[src/rtl/qs_chk_pkg.sv]
// Shared types for the quicksort stream checker: verdict codes, FIFO descriptor
// and the saturating length increment used by both packet trackers.
package qs_chk_pkg;

   localparam int unsigned CHK_W     = 32;
   localparam int unsigned CHK_LEN_W = 16;
   localparam int unsigned CHK_SUM_W = CHK_W + CHK_LEN_W;

   localparam logic [CHK_LEN_W-1:0] LEN_ONE = CHK_LEN_W'(1);

   typedef enum logic [2:0] {
      ERR_OK     = 3'd0,
      ERR_ORDER  = 3'd1,
      ERR_LEN    = 3'd2,
      ERR_SUM    = 3'd3,
      ERR_FRAME  = 3'd4,
      ERR_UNEXP  = 3'd5,
      ERR_OVF    = 3'd6,
      ERR_DUTERR = 3'd7
   } err_t;

   typedef struct packed {
      logic [CHK_LEN_W-1:0] len;
      logic [CHK_SUM_W-1:0] sum;
   } desc_t;

   typedef enum logic {
      I_IDLE = 1'b0,
      I_PKT  = 1'b1
   } in_state_t;

   typedef enum logic {
      O_IDLE = 1'b0,
      O_PKT  = 1'b1
   } out_state_t;

   function automatic logic [CHK_LEN_W-1:0] len_inc(input logic [CHK_LEN_W-1:0] len);
      if (&len) begin
         return len;
      end else begin
         return len + LEN_ONE;
      end
   endfunction

endpackage

[src/rtl/qs_chk_fifo.sv]
// Descriptor FIFO for input packets awaiting their sorted counterpart.
// The head is kept in a register so the verdict compare sees a flop output.
module qs_chk_fifo
   import qs_chk_pkg::*;
#(
   parameter int unsigned DEPTH = 4
)(
   input  logic  clk,
   input  logic  rst,
   input  logic  push,
   input  desc_t din,
   input  logic  pop,
   output logic  full,
   output logic  empty,
   output desc_t head
);

   localparam int unsigned   AW      = $clog2(DEPTH);
   localparam logic [AW:0]   PTR_ONE = (AW+1)'(1);
   localparam logic [AW-1:0] IDX_ONE = AW'(1);

   desc_t         mem_r [DEPTH];
   desc_t         head_r;
   desc_t         head_nxt_s;
   logic [AW:0]   wr_ptr_r;
   logic [AW:0]   rd_ptr_r;
   logic [AW-1:0] rd_nxt_idx_s;
   logic          empty_s;
   logic          full_s;
   logic          do_push_s;
   logic          do_pop_s;
   logic          count_one_s;

   assign empty_s      = (wr_ptr_r == rd_ptr_r);
   assign full_s       = (wr_ptr_r[AW] != rd_ptr_r[AW]) &&
                         (wr_ptr_r[AW-1:0] == rd_ptr_r[AW-1:0]);
   assign do_pop_s     = pop & ~empty_s;
   // A full FIFO still accepts a push when the same cycle frees a slot.
   assign do_push_s    = push & (~full_s | do_pop_s);
   assign count_one_s  = ((wr_ptr_r - rd_ptr_r) == PTR_ONE);
   assign rd_nxt_idx_s = rd_ptr_r[AW-1:0] + IDX_ONE;

   // Next head: the entry behind the popped one, or a push into an emptying FIFO.
   always_comb begin
      head_nxt_s = head_r;
      if (do_pop_s) begin
         if (count_one_s) begin
            if (do_push_s) begin
               head_nxt_s = din;
            end else begin
               head_nxt_s = head_r;
            end
         end else begin
            head_nxt_s = mem_r[rd_nxt_idx_s];
         end
      end else if (empty_s && do_push_s) begin
         head_nxt_s = din;
      end else begin
         head_nxt_s = head_r;
      end
   end

   // Pointer and head registers.
   always_ff @(posedge clk) begin
      if (rst) begin
         wr_ptr_r <= '0;
         rd_ptr_r <= '0;
         head_r   <= '0;
      end else begin
         if (do_push_s) begin
            wr_ptr_r <= wr_ptr_r + PTR_ONE;
         end
         if (do_pop_s) begin
            rd_ptr_r <= rd_ptr_r + PTR_ONE;
         end
         head_r <= head_nxt_s;
      end
   end

   // Descriptor storage.
   always_ff @(posedge clk) begin
      if (do_push_s) begin
         mem_r[wr_ptr_r[AW-1:0]] <= din;
      end
   end

   assign full  = full_s;
   assign empty = empty_s;
   assign head  = head_r;

endmodule

[config.mk]
export PLATFORM = sky130hd
export DESIGN_NAME = qs_chk_fifo
export DESIGN_NICKNAME = d
export VERILOG_FILES = /design/src/rtl/qs_chk_pkg.sv /design/src/rtl/qs_chk_fifo.sv
export SDC_FILE = /design/constraint.sdc
export NUM_CORES = 1
export LEC_CHECK = 0
export BUFFER_PORTS_ARGS = -buffer_cell sky130_fd_sc_hd__buf_4
export CAP_MARGIN = 40
export CELL_PAD_IN_SITES_DETAIL_PLACEMENT = 1
export CELL_PAD_IN_SITES_GLOBAL_PLACEMENT = 1
export CORE_ASPECT_RATIO = 0.8
export CORE_MARGIN = 4
export CORE_UTILIZATION = 25
export CTS_BUF_LIST = sky130_fd_sc_hd__clkbuf_4
export DETAILED_ROUTE_END_ITERATION = 8
export PLACE_DENSITY = 0.49
export SKIP_LAST_GASP = 1
export SLEW_MARGIN = 25
export SYNTH_ARGS = -nofsm -noshare
export SYNTH_HDL_FRONTEND = slang
export SYNTH_SLANG_ARGS = --single-unit
[constraint.sdc]
create_clock -name clk -period 4.3 [get_ports clk]
set_clock_uncertainty 0.05 [all_clocks]
set_input_delay 0.215 -clock clk [delete_from_list [all_inputs] [get_ports clk]]
set_output_delay 0.215 -clock clk [all_outputs]
set_load 0.01 [all_outputs]
* Word-level counts from Yosys, hierarchy flattened
Memories as Yosys holds them, arrays and structs flattened.
Index checks and enable logic that the tools add are counted.
** Storage, ports and cells
- Register bits after elaboration :: 70
- Latch bits :: 0
- Bits in writable memories :: 256
- Bits in read-only memories :: 0
- Input port bits :: 68
- Output and inout port bits :: 66
- Memories kept :: 1
** Memory list
- mem_r :: words 4, width 64, rd ports 1, clocked after memory_dff 0, write ports 1, line qs_chk_fifo.sv:22 : desc_t mem_r [DEPTH];
** Cells by class
- Add/subtract/negate cells :: 4
- $mul :: 0
- Divide/modulo/power cells :: 0
- Order comparisons :: 0
- Equal/unequal tests :: 5
- Shift operators :: 0
- Multiplexer cells :: 6
- Bitwise logic cells :: 5
- Reductions and logical operators :: 4
** Operators by type and width (count)
- $mux W64 :: 4
- $add A3 B1 Y3 const B :: 2
- $eq A3 B1 Y1 const B :: 1
- $eq A3 B3 Y1 :: 1
- $ne A3 B3 Y1 const B :: 1
- $sub A3 B3 Y3 :: 1
- $add A2 B1 Y2 const B :: 1
- $and A1 B1 Y1 :: 2
- $eq A2 B2 Y1 :: 1
- $logic_and A1 B1 Y1 :: 2
- $mux W1 :: 2
- $not A1 Y1 :: 2
- $reduce_and A2 Y1 :: 1
- $reduce_bool A2 Y1 :: 1
- $ne A1 B1 Y1 :: 1
- $or A1 B1 Y1 :: 1

* Longest topological paths before layout
- Depth after elaboration :: 8
- Mapped depth :: 9

* Least setup slack after synthesis
Ideal clock, no wire load.
- Kind :: reg2reg
- Start :: register wr_ptr_r[0]
- End :: memory mem_r[0][0] (netlist name) (enable)
- Library setup time :: 487 ps
- Arrival :: 3748 ps
- Required time :: 3763 ps
- Setup slack :: 15 ps
- Stages on the path, launching flop included :: 6
- Cells stage by stage :: dfxtp_1 -> inv_1 -> ha_1 -> nand2_1 -> o31ai_2 -> nor2_1
** Between the ends
- Word-level cells in the longest chain between the ends :: 7
** RTL lines
- from (decl) :: line qs_chk_fifo.sv:25 : logic [AW:0] wr_ptr_r;
- from (signal assigned) :: line qs_chk_fifo.sv:71 : wr_ptr_r <= wr_ptr_r + PTR_ONE;
- $eq A3 B3 Y1 / $eq A2 B2 Y1 (equally long branches) :: line qs_chk_fifo.sv:34, qs_chk_fifo.sv:36
- $not A1 Y1 / $logic_and A1 B1 Y1 (equally long branches) :: line qs_chk_fifo.sv:37, qs_chk_fifo.sv:35
- $and A1 B1 Y1 / $not A1 Y1 (equally long branches) :: line qs_chk_fifo.sv:37, qs_chk_fifo.sv:39
- $or A1 B1 Y1 :: line qs_chk_fifo.sv:39 : assign do_push_s = push & (~full_s | do_pop_s);
- $and A1 B1 Y1 :: line qs_chk_fifo.sv:39
- $mux W1 :: line qs_chk_fifo.sv:82 : if (do_push_s) begin
- $mux W1 (not written as such) :: line qs_chk_fifo.sv:83 : mem_r[wr_ptr_r[AW-1:0]] <= din;
- to (decl) :: line qs_chk_fifo.sv:22
Parallel ways exist; a longest one is shown, timed or not.

* Worst setup path after layout
- Start :: register wr_ptr_r[0]
- End :: register head_r, in the netlist head[10]
** Between the ends
- Word-level cells in the longest chain between the ends :: 8
** RTL lines
- parallel branches: the longest is 8 deep, another holds $sub A3 B3 Y3
- to (signal assigned) :: line qs_chk_fifo.sv:76 : head_r <= head_nxt_s;
- to (decl) :: line qs_chk_fifo.sv:23 : desc_t head_r;
Parallel ways; which one is timed is not known.
A chain may end at the register's enable or synchronous reset.

==> metrics.md <==
| Metric | Value |
|---|---|
| Total via count after detailed routing | 8100 |
| Buffers on Ports | 133 |
| Detail Route Antenna Nets | 0 |
| DRC viols | 0 |
| Average footprint of a synthesized cell | 17.2 µm² |
| Total number of H-tree levels | 3 |
| CP peak stage delay | 0.63 ns |
| CTS tree | built |
| Routing usage on met2 | 21.1% |
| Number of search-and-repair iterations in the first detailed-routing pass | 4 |
| Post-route standard cell area excluding fillers | 16900 µm² |
| Worst Tran Pin Value | 0.781 ns |
| Kind of start point of the critical path | flop |
| Insertion delay of the later-clocked pin in the worst-skew pair | 0.76 ns |
| Vias per Instance | 4.56 |
| Path class of the lowest-slack min-delay path | input port to flop |
| Utilization after layout | 32.9% |
| Final net count | 1090 |
| Arrival time at the worst endpoint | 3.60 ns |
| Final Hold Slack | 0.164 ns |
| Outcome | finished, final reports clean |
| Switch share | 32.3% |
| Worst path slowest cell | sky130_fd_sc_hd__a221o_4 |
| Crit. End Element | flop |
| Clk network pwr share | 29.8% |
| Number of CTS-inserted buffers | 91 |
| Final-layout setup total negative slack | 0 ns |
| Post-synthesis sequential element count | 326 |
| Pin count of the biggest net entering global routing | 65 |
| Via count of the first global-routing pass | 9043 |
| Die Y-Extent | 212 µm |
| Mapped Area | 13100 µm² |
| Synth-to-Final Area Change | 29.3% |
| Total track usage | 13.6% |
| Leakage dissipation | 5.83 nW |
| Sequential fraction of design power | 40.4% |
| Final setup vio count | 0 |
| Required time of the worst setup path | 4.90 ns |
| GR Layer Usage met1 | 18.7% |
| Root cell of the clock tree | sky130_fd_sc_hd__clkbuf_4 |
| PostCTS Resize Cnt | 0 |
| Boundary Pins | 134 |
| Power Dens Cells | 580 nW/µm² |
| Area of the placeable core | 51400 µm² |
| Area of placed instances | 15000 µm² |
| Most used flip-flop cell after synthesis | sky130_fd_sc_hd__edfxtp_1 |
| Number of synthesis warnings | 0 |
| Max clock buf depth | 3 |
| Row count | 74 |
| Top cell type by total area after synthesis | sky130_fd_sc_hd__edfxtp_1 |
| Combined buffer and inverter count along the critical path | 2 |
| Dpl hpwl | 21300 µm |
| Headroom to the max-slew limit | 47.9% |
| Hold-fix buffer count after cts | 67 |
| EDFF count, synth | 256 |
| Antenna violations before repair | 5 |
| Power share of the combinational group | 29.8% |
| Initial core utilization | 25.4% |
| Switching pwr | 3.17 mW |
| Hold Vio Cnt, Final | 0 |
| Fraction of final layout cells with drive strength greater than 1 | 42.7% |
| Final critical-path share of the clock period | 69.8% |
| Final weighted congestion in routability-driven placement | 0.640 |
| Post-layout power | 9.80 mW |
| Synth Instances | 759 |
| Final period demand of the worst path | 3.00 ns |
| Most used routing layer in global routing | met2 |
| Nets in the synthesized netlist | 835 |
| Cell family contributing the most delay on the critical path | compound AO/OA/AOI/OAI gates |
| Distinct cell type count after synthesis | 31 |
| Chain of cells forming the critical path | inv_1 > ha_1 > fa_1 > nor2b_1 > a221o_4 > buf_4 > nand2_1 > a311oi_2 |
| Internal Pwr Total | 6.63 mW |
| Global route total overflow | 0 |
| Buffers inserted by post-CTS timing repair | 0 |
| Most frequent cells after synthesis | sky130_fd_sc_hd__edfxtp_1, sky130_fd_sc_hd__nand2_1, sky130_fd_sc_hd__dfxtp_1 |
| Share of the synthesized area in the top cell type | 58.8% |
| Wire length of the first global-routing pass | 57600 µm |
| Fmax | 333 MHz |
| Cell with the most instances after synthesis | sky130_fd_sc_hd__edfxtp_1 |
| Die Area | 56000 µm² |
| GR Util met3 | 3.67% |
| Number of max-slew violations in the final report | 0 |
| Highest net fanout along the worst path | 36 |
| DR WL/cell | 21.3 µm |
| Starting DRT DRC Count | 404 |
| Proportion of synthesized chip area in sequential cells | 69.6% |
| Maximum vdd ir drop | 0.000173 V |
| Top area cells in the synthesized netlist | sky130_fd_sc_hd__edfxtp_1, sky130_fd_sc_hd__mux4_2, sky130_fd_sc_hd__dfxtp_1 |
| Overall routed net length | 37900 µm |
| TritonCTS Sinks | 326 |
| Reg clk slew, reported paths | 0.07 ns |
| Max-cap check violation count | 0 |
| Unrepaired setup endpoints after global routing | false |
| Fraction of registers with async set or reset after synthesis | 0% |
| DIE WIDTH | 264 µm |
| Kind of critical path | flop to flop |
layer usage:
metal	routed length (µm)	part of all wire [%]
met5	21	0.055
met4	724	1.9
met3	1980	5.2
met2	17100	45
met1	18100	48
placed cells by master (no fill, tap or decap), types with 7 or more instances in the layout:
master | synthesis | layout
sky130_fd_sc_hd__a311oi_2 | 60 | 60
sky130_fd_sc_hd__a31oi_1 | 64 | 64
sky130_fd_sc_hd__buf_12 | 0 | 8
sky130_fd_sc_hd__buf_4 | 0 | 149
sky130_fd_sc_hd__clkbuf_4 | 0 | 154
sky130_fd_sc_hd__clkinv_1 | 0 | 12
sky130_fd_sc_hd__dfxtp_1 | 70 | 69
sky130_fd_sc_hd__dlygate4sd3_1 | 0 | 67
sky130_fd_sc_hd__edfxtp_1 | 256 | 256
sky130_fd_sc_hd__inv_1 | 8 | 8
sky130_fd_sc_hd__mux4_2 | 64 | 64
sky130_fd_sc_hd__nand2_1 | 115 | 115
sky130_fd_sc_hd__nand2_2 | 14 | 14
sky130_fd_sc_hd__nor2_1 | 11 | 7
worst register-to-register path: stages (launching register included):
cell and delay, ns:
sky130_fd_sc_hd__dfxtp_1 0.36, sky130_fd_sc_hd__inv_1 0.11, sky130_fd_sc_hd__ha_1 0.23, sky130_fd_sc_hd__fa_1 0.47, sky130_fd_sc_hd__nor2b_1 0.32, sky130_fd_sc_hd__a221o_4 0.64
sky130_fd_sc_hd__buf_4 0.38, sky130_fd_sc_hd__nand2_1 0.10, sky130_fd_sc_hd__a311oi_2 0.27
logic make-up (layout without fill, tap and decap cells):
logic type / count (synthesis) / in the layout / share of synthesized area, %
buffers and inverters: 71 / 401 / 2.52
multiplexers: 66 / 66 / 11.2
XOR/XNOR: 6 / 6 / 0.517
other: 0 / 3 / 0
AO/OA/AOI/OAI: 136 / 136 / 10.8
adder cells (fa/ha/maj): 8 / 8 / 0.823
flip-flops: 326 / 326 / 69.6
AND/OR/NAND/NOR: 146 / 146 / 4.59
worst paths after layout:
kind	startpoint	to	slack, ns	cells after the start
worst max-delay path	wr_ptr_r[0]	head[10]	1.30	8
worst min-delay path	din[18]	mem_r[3][18]	0.16	2
worst max register to register	wr_ptr_r[0]	head[10]	1.30	8
worst min register to register	head[3]	head[3]	0.51	2
final cells by class:
type	count	area [µm²]
antenna	3	7.51
clock buffer	154	1160
clock inverter	14	53.8
fill	5355	34500
inverter	8	30.0
multi-input combinational	362	3720
sequential	326	9090
tap	684	856
timing repair buffer	225	1980
registers in the layout, summed over array words and instances, names as in the netlist:
signal	flops
head	64
mem_r	256
rd_ptr_r	3
wr_ptr_r	3
power groups by stage:
stage	sequential, mW	combinational (mW)	clock, mW
finish	3.96	2.92	2.92
global route	4.00	3.17	3.25
CTS	3.97	3.00	3.07
detailed placement	4.03	2.94	0
global placement	4.03	2.86	0
floorplan	4.07	1.71	0
stage by stage:
| stage | cells | setup WS (ns) |
|---|---|---|
| final | 1776 | 1.30 |
| after global routing | 1776 | 1.06 |
| after CTS | 1773 | 1.24 |
| after detailed placement | 1538 | 1.25 |
| after global placement | 1533 | 1.33 |
| after floorplan | 759 | 0.0154 |
Power figures use the tool's default switching activity.
